**config.mk**
```make
export PLATFORM = sky130hd
export DESIGN_NAME = cm0_clk_en_ctl
export DESIGN_NICKNAME = d
export VERILOG_FILES = /design/src/rtl/cm0_clk_en_ctl.sv
export SDC_FILE = /design/constraint.sdc
export NUM_CORES = 1
export LEC_CHECK = 0
export BUFFER_PORTS_ARGS = -buffer_cell sky130_fd_sc_hd__clkbuf_2
export CAP_MARGIN = 30
export CORE_MARGIN = 3
export CORE_UTILIZATION = 54
export DETAILED_ROUTE_END_ITERATION = 16
export PLACE_DENSITY = 0.79
export SLEW_MARGIN = 20
export SYNTH_ARGS = -nofsm -noshare
export SYNTH_HDL_FRONTEND = slang
export SYNTH_SLANG_ARGS = --single-unit
```
**constraint.sdc**
```tcl
create_clock -name hclk -period 2 [get_ports hclk]
set_clock_uncertainty 0.2 [all_clocks]
set_input_delay 0.1 -clock hclk [delete_from_list [all_inputs] [get_ports hclk]]
set_output_delay 0.1 -clock hclk [all_outputs]
set_load 0.03 [all_outputs]
```
**src/rtl/cm0_clk_en_ctl.sv**
```systemverilog
// Always-on clock-enable controller: per-channel idle hysteresis plus a
// sleep handshake that holds SLEEP_MASK channels off while asleep.
module cm0_clk_en_ctl #(
  parameter int unsigned    NCH        = 3,
  parameter int unsigned    HYST       = 4,
  parameter bit             ACG        = 1'b1,
  parameter logic [NCH-1:0] SLEEP_MASK = '1
) (
  input  logic           hclk,
  input  logic           hreset_n,
  input  logic           SE,
  input  logic [NCH-1:0] req_en_i,
  input  logic [NCH-1:0] force_on_i,
  input  logic           sleep_req_i,
  input  logic           wake_i,
  output logic [NCH-1:0] clk_en_o,
  output logic           sleep_ack_o,
  output logic           idle_o
);

  localparam logic [3:0] HYST_V = 4'(HYST);

  typedef enum logic [1:0] {
    RUN   = 2'd0,
    DRAIN = 2'd1,
    SLEEP = 2'd2,
    WAKE  = 2'd3
  } state_t;

  state_t         state;
  logic [3:0]     cnt [NCH];
  logic [NCH-1:0] active;
  logic [NCH-1:0] wanted;
  logic [NCH-1:0] gate_ok;
  logic           drain_done;
  logic           all_quiet;
  logic           leave_sleep;
  logic           wake_load;

  always_comb begin
    active = '0;
    for (int unsigned i = 0; i < NCH; i++) active[i] = (cnt[i] != 4'd0);
  end

  assign wanted      = req_en_i | force_on_i;
  assign drain_done  = ((active | req_en_i) & SLEEP_MASK) == '0;
  assign all_quiet   = (active | wanted) == '0;
  assign leave_sleep = !sleep_req_i || wake_i;
  assign wake_load   = (state == SLEEP) && leave_sleep;
  assign gate_ok     = (state == SLEEP) ? ~SLEEP_MASK : '1;

  // Request path stays combinational so a request enables its clock in the same cycle.
  assign clk_en_o = {NCH{SE || !ACG}} | force_on_i | (gate_ok & (req_en_i | active));

  always_ff @(posedge hclk or negedge hreset_n) begin
    if (!hreset_n) begin
      for (int unsigned i = 0; i < NCH; i++) cnt[i] <= HYST_V;
    end else if (ACG) begin
      for (int unsigned i = 0; i < NCH; i++) begin
        if (wake_load || wanted[i]) cnt[i] <= HYST_V;
        else if (active[i])         cnt[i] <= cnt[i] - 4'd1;
      end
    end
  end

  always_ff @(posedge hclk or negedge hreset_n) begin
    if (!hreset_n) begin
      state       <= RUN;
      sleep_ack_o <= 1'b0;
    end else if (ACG) begin
      case (state)
        RUN:   if (sleep_req_i) state <= DRAIN;
        DRAIN: begin
          if (leave_sleep) begin
            state <= RUN;
          end else if (drain_done) begin
            state       <= SLEEP;
            sleep_ack_o <= 1'b1;
          end
        end
        SLEEP: begin
          if (leave_sleep) begin
            state       <= WAKE;
            sleep_ack_o <= 1'b0;
          end
        end
        WAKE:    state <= RUN;
        default: state <= RUN;
      endcase
    end
  end

  always_ff @(posedge hclk or negedge hreset_n) begin
    if (!hreset_n) idle_o <= 1'b0;
    else           idle_o <= all_quiet;
  end

endmodule

```
# Word level (Yosys, flattened, before mapping)
# Cells that the tools add are included.
# word_totals
ff_bits	16
latchBits	0
ram_bits	0
romBits	0
output_inout_bits	5
memories	0
# op_classes
add_sub_neg	3
mul	0
n_div	0
order_cmp	0
eq_ne	8
n_shift	0
mux	16
bitwise	6
reduce_logical	18
# ops
operator	n
$mux 4	6
$or 3x3->3	5
$reduce_bool 4->1	3
$sub 4x1->4 const B	3
$mux 2	4
$ne 2x2->1 const B	4
$pmux 2 s4	1
$reduce_bool 2->1	4
$logic_not 3->1	2
$eq 2x2->1 const B	2
$logic_or 1x1->1	4
$reduce_and 4->1	1
$and 3x3->3	1
$mux 1	3
$mux 3	1
$ne 3x3->1 const B	1
$reduce_and 3->1	1
$eq 2x1->1 const B	1
$logic_not 2->1	1
$pmux 1 s2	1
$logic_and 1x1->1	1
$logic_not 1->1	1

# Depth between registers and ports, before layout
# Gate-level depths: netlist of the first run.
# depth
word_depth	6
mapped_depth	5
depth_no_buf	5

# Least setup slack after synthesis of the first run
# No wires, ideal clock.
# synth_path
path_kind	register to output
startpoint	register cnt[4] in the netlist's numbering
endpoint	output port clk_en_o[1]
arrival_ns	1.477
required_ns	1.700
setup_slack_ns	0.223
path_stages_with_launch	5
cell_sequence	dfrtp_1 > inv_1 > ha_1 > nor4b_4 > o21ai_0
# synth_via
elab_chain_cells	4
# synth_lines
element	line_no	rtl
from (decl)	31	logic [3:0] cnt [NCH];
from (signal, indexed assignment)	61	else if (active[i]) cnt[i] <= cnt[i] - 4'd1;
$reduce_bool 4->1	42	for (int unsigned i = 0; i < NCH; i++) active[i] = (cnt[i] != 4'd0);
$or 3x3->3	53	assign clk_en_o = {NCH{SE || !ACG}} | force_on_i | (gate_ok & (req_en_i | active));
$and 3x3->3	53	
$or 3x3->3	53	
to (decl)	16	output logic [NCH-1:0] clk_en_o,
# Every way passes these cells.

# Final worst setup path of the first run
# layout_path
startpoint	register cnt[0] in the netlist's numbering
endpoint	output port clk_en_o[2]
# Same word-level chain as after synthesis.

==> impl_results.md, run 1 <==
- Status: complete, no violations
- Worst VDD drop: 0.528 mV
- Async SR Flop Fraction: 100%
- Total Wirelength: 1830 microns
- DRC Markers: 0
- Clock Latency Late Sink: 0.30 ns
- IO Pins: 16
- Most common cell in the netlist: nor2_1
- Seq/Total Area, Yosys: 41.3%
- Flops & latches, synth: 16
- Area growth syn-to-layout: 23.4%
- Die ar.: 2360 sq um
- CP delay by family, top: flip-flops
- Area contributors post-synth: dfrtp_1 (33%), dfstp_2 (8.0%), ha_1 (7.7%)
- Worst Path Arrival: 1.58 ns
- Vias in the first global route: 760
- Worst hold slack: 0.0558 ns
- DR pass1 iterations: 4
- Tcrit/Tclk final: 94.1%
- CP Class: flip-flop to output port
- Post-Synthesis Cells: 95
- Routed Antenna Nets: 0
- Synth cell types: 24
- Cell Pwr Density: 596 nW/um^2
- Final setup viols: 0
- Area leader, netlist: dfrtp_1
- Area after DPL: 1080 sq um
- Iter 0 DRT Violations: 17
- Crit-path max FO: 4
- Setup TNS: 0 ns
- Top-area cell type share of the netlist area: 33.2%
- Remaining Overflow, GRT: 0
- Initial Utilization: 60.8%
- CP Capture Type: output port
- HPWL Detailed: 1370 microns
- Max Cap Viol: 0
- Sum of buffers and inverters on the critical path: 2
- Max clock buf depth: 2
- CP Data Required Time: 1.70 ns
- Worst path slowest cell: dfrtp_1
- Worst-Margin Slew: 0.396 ns
- Final-stage net count: 142
- Largest net degree at the start of global routing: 17
- Root Driver: clkbuf_4
- Clk slew on worst S/H paths: 0.09 ns
- Core box area: 1610 sq um
- CTS H-tree lvls: 1
- Fmax: 0.531 GHz
- Most used DFF post-synth: dfrtp_1
- CTS resizes: 0
- Total GRT Usage: 18.8%
- Synthesized area: 980 sq um
- Fraction of layout cells with a size suffix above 1: 30.6%
- Synth Warn #: 0
- Initial antenna violation count: 0
- CP peak stage delay: 0.41 ns
- Syn nets: 112
- Die W: 48.6 microns
- Max Transition Viols Final: 0
- First-pass GRT wire length: 3370 microns
- RSZ-0062 raised after global routing: no
- HP Class: input pin to async pin
- Critical Path Source Type: flip-flop
- Top post-synthesis cells by count: nor2_1 (20), dfrtp_1 (13), inv_1 (10)
- Port bufs: 15
- Clk sink count: 16
- # diodes: 0
- Vias per std cell: 5.28
- Final Critical Period: 1.88 ns
- Placer Congestion: 0.773
- Critical path, cell by cell: inv_1, ha_1, nor4b_4, o21ai_0, clkbuf_2
- Total CTS buffers: 3
- Post-synth EDFFs: 0
- Max-slew headroom: 73.6%
- Hold Violations, Final: 0
- Vias: 782
- Wire per inst: 12.4 microns
- Leak: 0.537 nW
- Post-Layout Inst Area: 1210 sq um
- Mean Syn Cell Area: 10.3 sq um
- CTS tree: yes
- Rows: 14
- Die height: 48.6 microns
## report_power, final
part | total [mW] | internal [mW] | switching, mW
combinational | 0.170 | 0.0909 | 0.0793
sequential | 0.370 | 0.347 | 0.0229
clock | 0.181 | 0.0778 | 0.103
## through the flow
step / std cells / utilization (%) / setup WS [ns] / power [mW]
floorplan: 95 / - / 0.223 / 0.488
global placement: 134 / 67.3 / 0.365 / 0.526
detailed placement: 134 / 67.3 / 0.351 / 0.531
CTS: 147 / 74.5 / 0.105 / 0.730
global route: 148 / 75.0 / 0.0127 / 0.775
finish: 148 / 75.0 / 0.118 / 0.721
## path summary, 6_finish.rpt
kind | from | to | slack, ns | depth (start not counted)
max | cnt[0] | clk_en_o[2] | 0.12 | 5
min | hreset_n | idle_o | 0.06 | 2
max reg2reg | cnt[4] | state[0] | 0.29 | 6
min reg2reg | sleep_ack_o | sleep_ack_o | 0.34 | 2
max in group asynchronous | hreset_n | cnt[2] | 1.22 | 2
min in group hclk | sleep_req_i | state[0] | 0.06 | 4
## per-layer routing
layer  GRT usage, %  wire length [microns]  up-vias
li1               -                      -      387
met3           4.60                    128        5
met1           24.4                    845      361
met4           11.4                     50        0
met2           28.4                    810       29
met5              0                      0        -
## layout make-up
type / instances / area (sq um)
multi-input cells: 69 / 538
flip-flops and latches: 16 / 404
fillers: 106 / 403
repair buffers: 25 / 173
inverters: 10 / 37.5
well taps: 24 / 30.0
clock buffers: 4 / 26.3
## flip-flops by register name, summed over array words and instances (netlist names), named ones only
register / count
cnt: 12
idle_o: 1
state: 1
sleep_ack_o: 1
## cell families (layout without fill, tap and decap cells)
logic type / count (synthesis) / in the layout / synth area share [%]
xor gates and xnor gates: 3 / 3 / 2.68
DFF: 16 / 16 / 41.3
muxes: 3 / 3 / 3.07
AOI/OAI and AO/OA: 19 / 19 / 15.2
adders and majority gates: 6 / 6 / 7.66
buffers and inverters: 10 / 39 / 3.83
and+or+nand+nor: 38 / 38 / 26.3
## cells in the final DEF, fill, tap and decap left out
cell and count:
o21ai_2 3, dlygate4sd3_1 9, nor4b_4 3, inv_1 10, a41o_1 1, nand2b_2 1
dfstp_2 3, nand3_1 1, nand3_2 1, buf_4 1, nor2_1 20, mux2i_1 3
and2b_2 1, ha_1 6, a211oi_1 1, o21ai_0 6, nor3_1 4, clkbuf_1 1
a211o_2 1, dfrtp_1 13, a211oi_2 3, or3b_4 3, nor4_1 1, a211o_1 2
clkbuf_2 15, nor2b_1 3, a21oi_1 2, clkbuf_4 3, xnor2_1 3
## timing repair
action,in CTS,in global routing
hold endpoints to repair,29,0
setup buffers,0,1
hold buffers,9,0
endpoints found under the setup margin,0,1
Power figures use the tool's default switching activity.
==> inputs of run 2 (changes only) <==
--- a/config.mk
+++ b/config.mk
@@ -10,6 +10,7 @@
 export CORE_MARGIN = 3
 export CORE_UTILIZATION = 54
 export DETAILED_ROUTE_END_ITERATION = 16
+export MAX_ROUTING_LAYER = met4
 export PLACE_DENSITY = 0.79
 export SLEW_MARGIN = 20
 export SYNTH_ARGS = -nofsm -noshare
==> impl_results.md, run 2 (synthesis results as in run 1) <==
- Status: complete, no violations
- Max Transition Viols Final: 0
- Rows: 14
- Worst-Margin Slew: 0.395 ns
- Total CTS buffers: 3
- Total Wirelength: 1840 microns
- # diodes: 0
- Final setup viols: 0
- CP Data Required Time: 1.70 ns
- Wire per inst: 12.4 microns
- Commonest non-fill, non-tap cell in the layout: nor2_1
- Worst Path Arrival: 1.58 ns
- Max Cap Viol: 0
- Placer Congestion: 0.783
- Fmax: 0.531 GHz
- CP delay by family, top: flip-flops
- Root Driver: clkbuf_4
- Iter 0 DRT Violations: 17
- HP Class: input pin to async pin
- Cell Pwr Density: 597 nW/um^2
- Final Critical Period: 1.88 ns
- Commonest cells after routing, fill and taps aside: nor2_1 (20), clkbuf_2 (15), dfrtp_1 (13)
- Vias in the first global route: 761
- Worst hold slack: 0.0551 ns
- HPWL Detailed: 1370 microns
- Fraction of layout cells with a size suffix above 1: 30.6%
- Total GRT Usage: 19.4%
- Critical path, cell by cell: inv_1, ha_1, nor4b_4, o21ai_0, clkbuf_2
- Largest net degree at the start of global routing: 17
- Max-slew headroom: 73.7%
- Final-stage net count: 142
- Die W: 48.6 microns
- Critical Path Source Type: flip-flop
- RSZ-0062 raised after global routing: no
- Clk slew on worst S/H paths: 0.09 ns
- Fill cell count: 106
- CP peak stage delay: 0.41 ns
- Max clock buf depth: 2
- Port bufs: 15
- Initial Utilization: 60.8%
- DRC Markers: 0
- CTS H-tree lvls: 1
- Routed Antenna Nets: 0
- Vias per std cell: 5.30
- Worst path slowest cell: dfrtp_1
- Clk sink count: 16
- CP Class: flip-flop to output port
- Initial antenna violation count: 0
- Die height: 48.6 microns
- Crit-path max FO: 4
- Core box area: 1610 sq um
- Die ar.: 2360 sq um
- DR pass1 iterations: 4
- IO Pins: 16
- Vias: 785
- CTS tree: yes
- Sum of buffers and inverters on the critical path: 2
- Setup TNS: 0 ns
- First-pass GRT wire length: 3370 microns
- Clock Latency Late Sink: 0.30 ns
- Multi-input logic area: 538 sq um
- Tcrit/Tclk final: 94.1%
- Most flop-heavy register: cnt
- Leak: 0.537 nW
- Final core area utilization: 75.0%
- CP Capture Type: output port
- Register area: 404 sq um
- Max reg flops: 12
- Remaining Overflow, GRT: 0
- Worst VDD drop: 0.528 mV
- Area growth syn-to-layout: 23.4%
- Hold Violations, Final: 0
==> run 2: report_power, final <==
group / internal, mW / leakage (nW) / switching (mW)
logic: 0.0909 / 0.315 / 0.0793
clock network: 0.0778 / 0.0150 / 0.104
registers: 0.347 / 0.207 / 0.0228
total: 0.515 / 0.537 / 0.206
==> run 2: per-stage QoR <==
step                setup WS (ns)  total power, mW  instances  area [sq um]
detailed placement          0.351            0.531        134          1080
global placement            0.365            0.526        134          1080
CTS                         0.105            0.730        147          1200
global route               0.0127            0.775        148          1210
finish                      0.118            0.721        148          1210
floorplan                   0.223            0.488         95           980
==> run 2: worst reg2reg max path: stages (launching register included) <==
cell     delay [ns]
dfrtp_1        0.41
inv_1          0.09
ha_1           0.20
nor4b_4        0.23
buf_4          0.15
nand3_2        0.07
a41o_1         0.25
==> run 2: routing by layer <==
metal	share of wire (%)	GRT usage, %	vias up	wire (microns)
met5	0	-	-	0
met4	2.6	11.4	0	48
met3	7.0	4.60	6	129
met2	44	28.4	29	813
met1	46	24.4	363	843
li1	-	-	387	-
==> run 2: path summary, 6_finish.rpt <==
| check | cells past startpoint | start | slack (ns) | endpoint |
|---|---|---|---|---|
| max in group asynchronous | 2 | hreset_n | 1.22 | cnt[2] |
| hold / removal | 2 | hreset_n | 0.06 | idle_o |
| setup reg to reg | 6 | cnt[4] | 0.29 | state[0] |
| setup / recovery | 5 | cnt[0] | 0.12 | clk_en_o[2] |
| hold reg to reg | 2 | sleep_ack_o | 0.34 | sleep_ack_o |
| min in group hclk | 4 | sleep_req_i | 0.06 | state[0] |
==> run 2: area by class of cell <==
class | instances | share of cell area [%]
Clock buffer | 4 | 2.17
Sequential cell | 16 | 33.4
Inverter | 10 | 3.11
Multi-Input combinational cell | 69 | 44.5
Timing Repair Buffer | 25 | 14.3
Tap cell | 24 | 2.48
==> run 2: repair_timing <==
item / 4_1_cts / 5_1_grt
endpoints found under the setup margin: 0 / 1
setup buffers: 0 / 1
hold buffers: 9 / 0
gates resized for setup: 0 / 0
hold endpoints to repair: 29 / 0
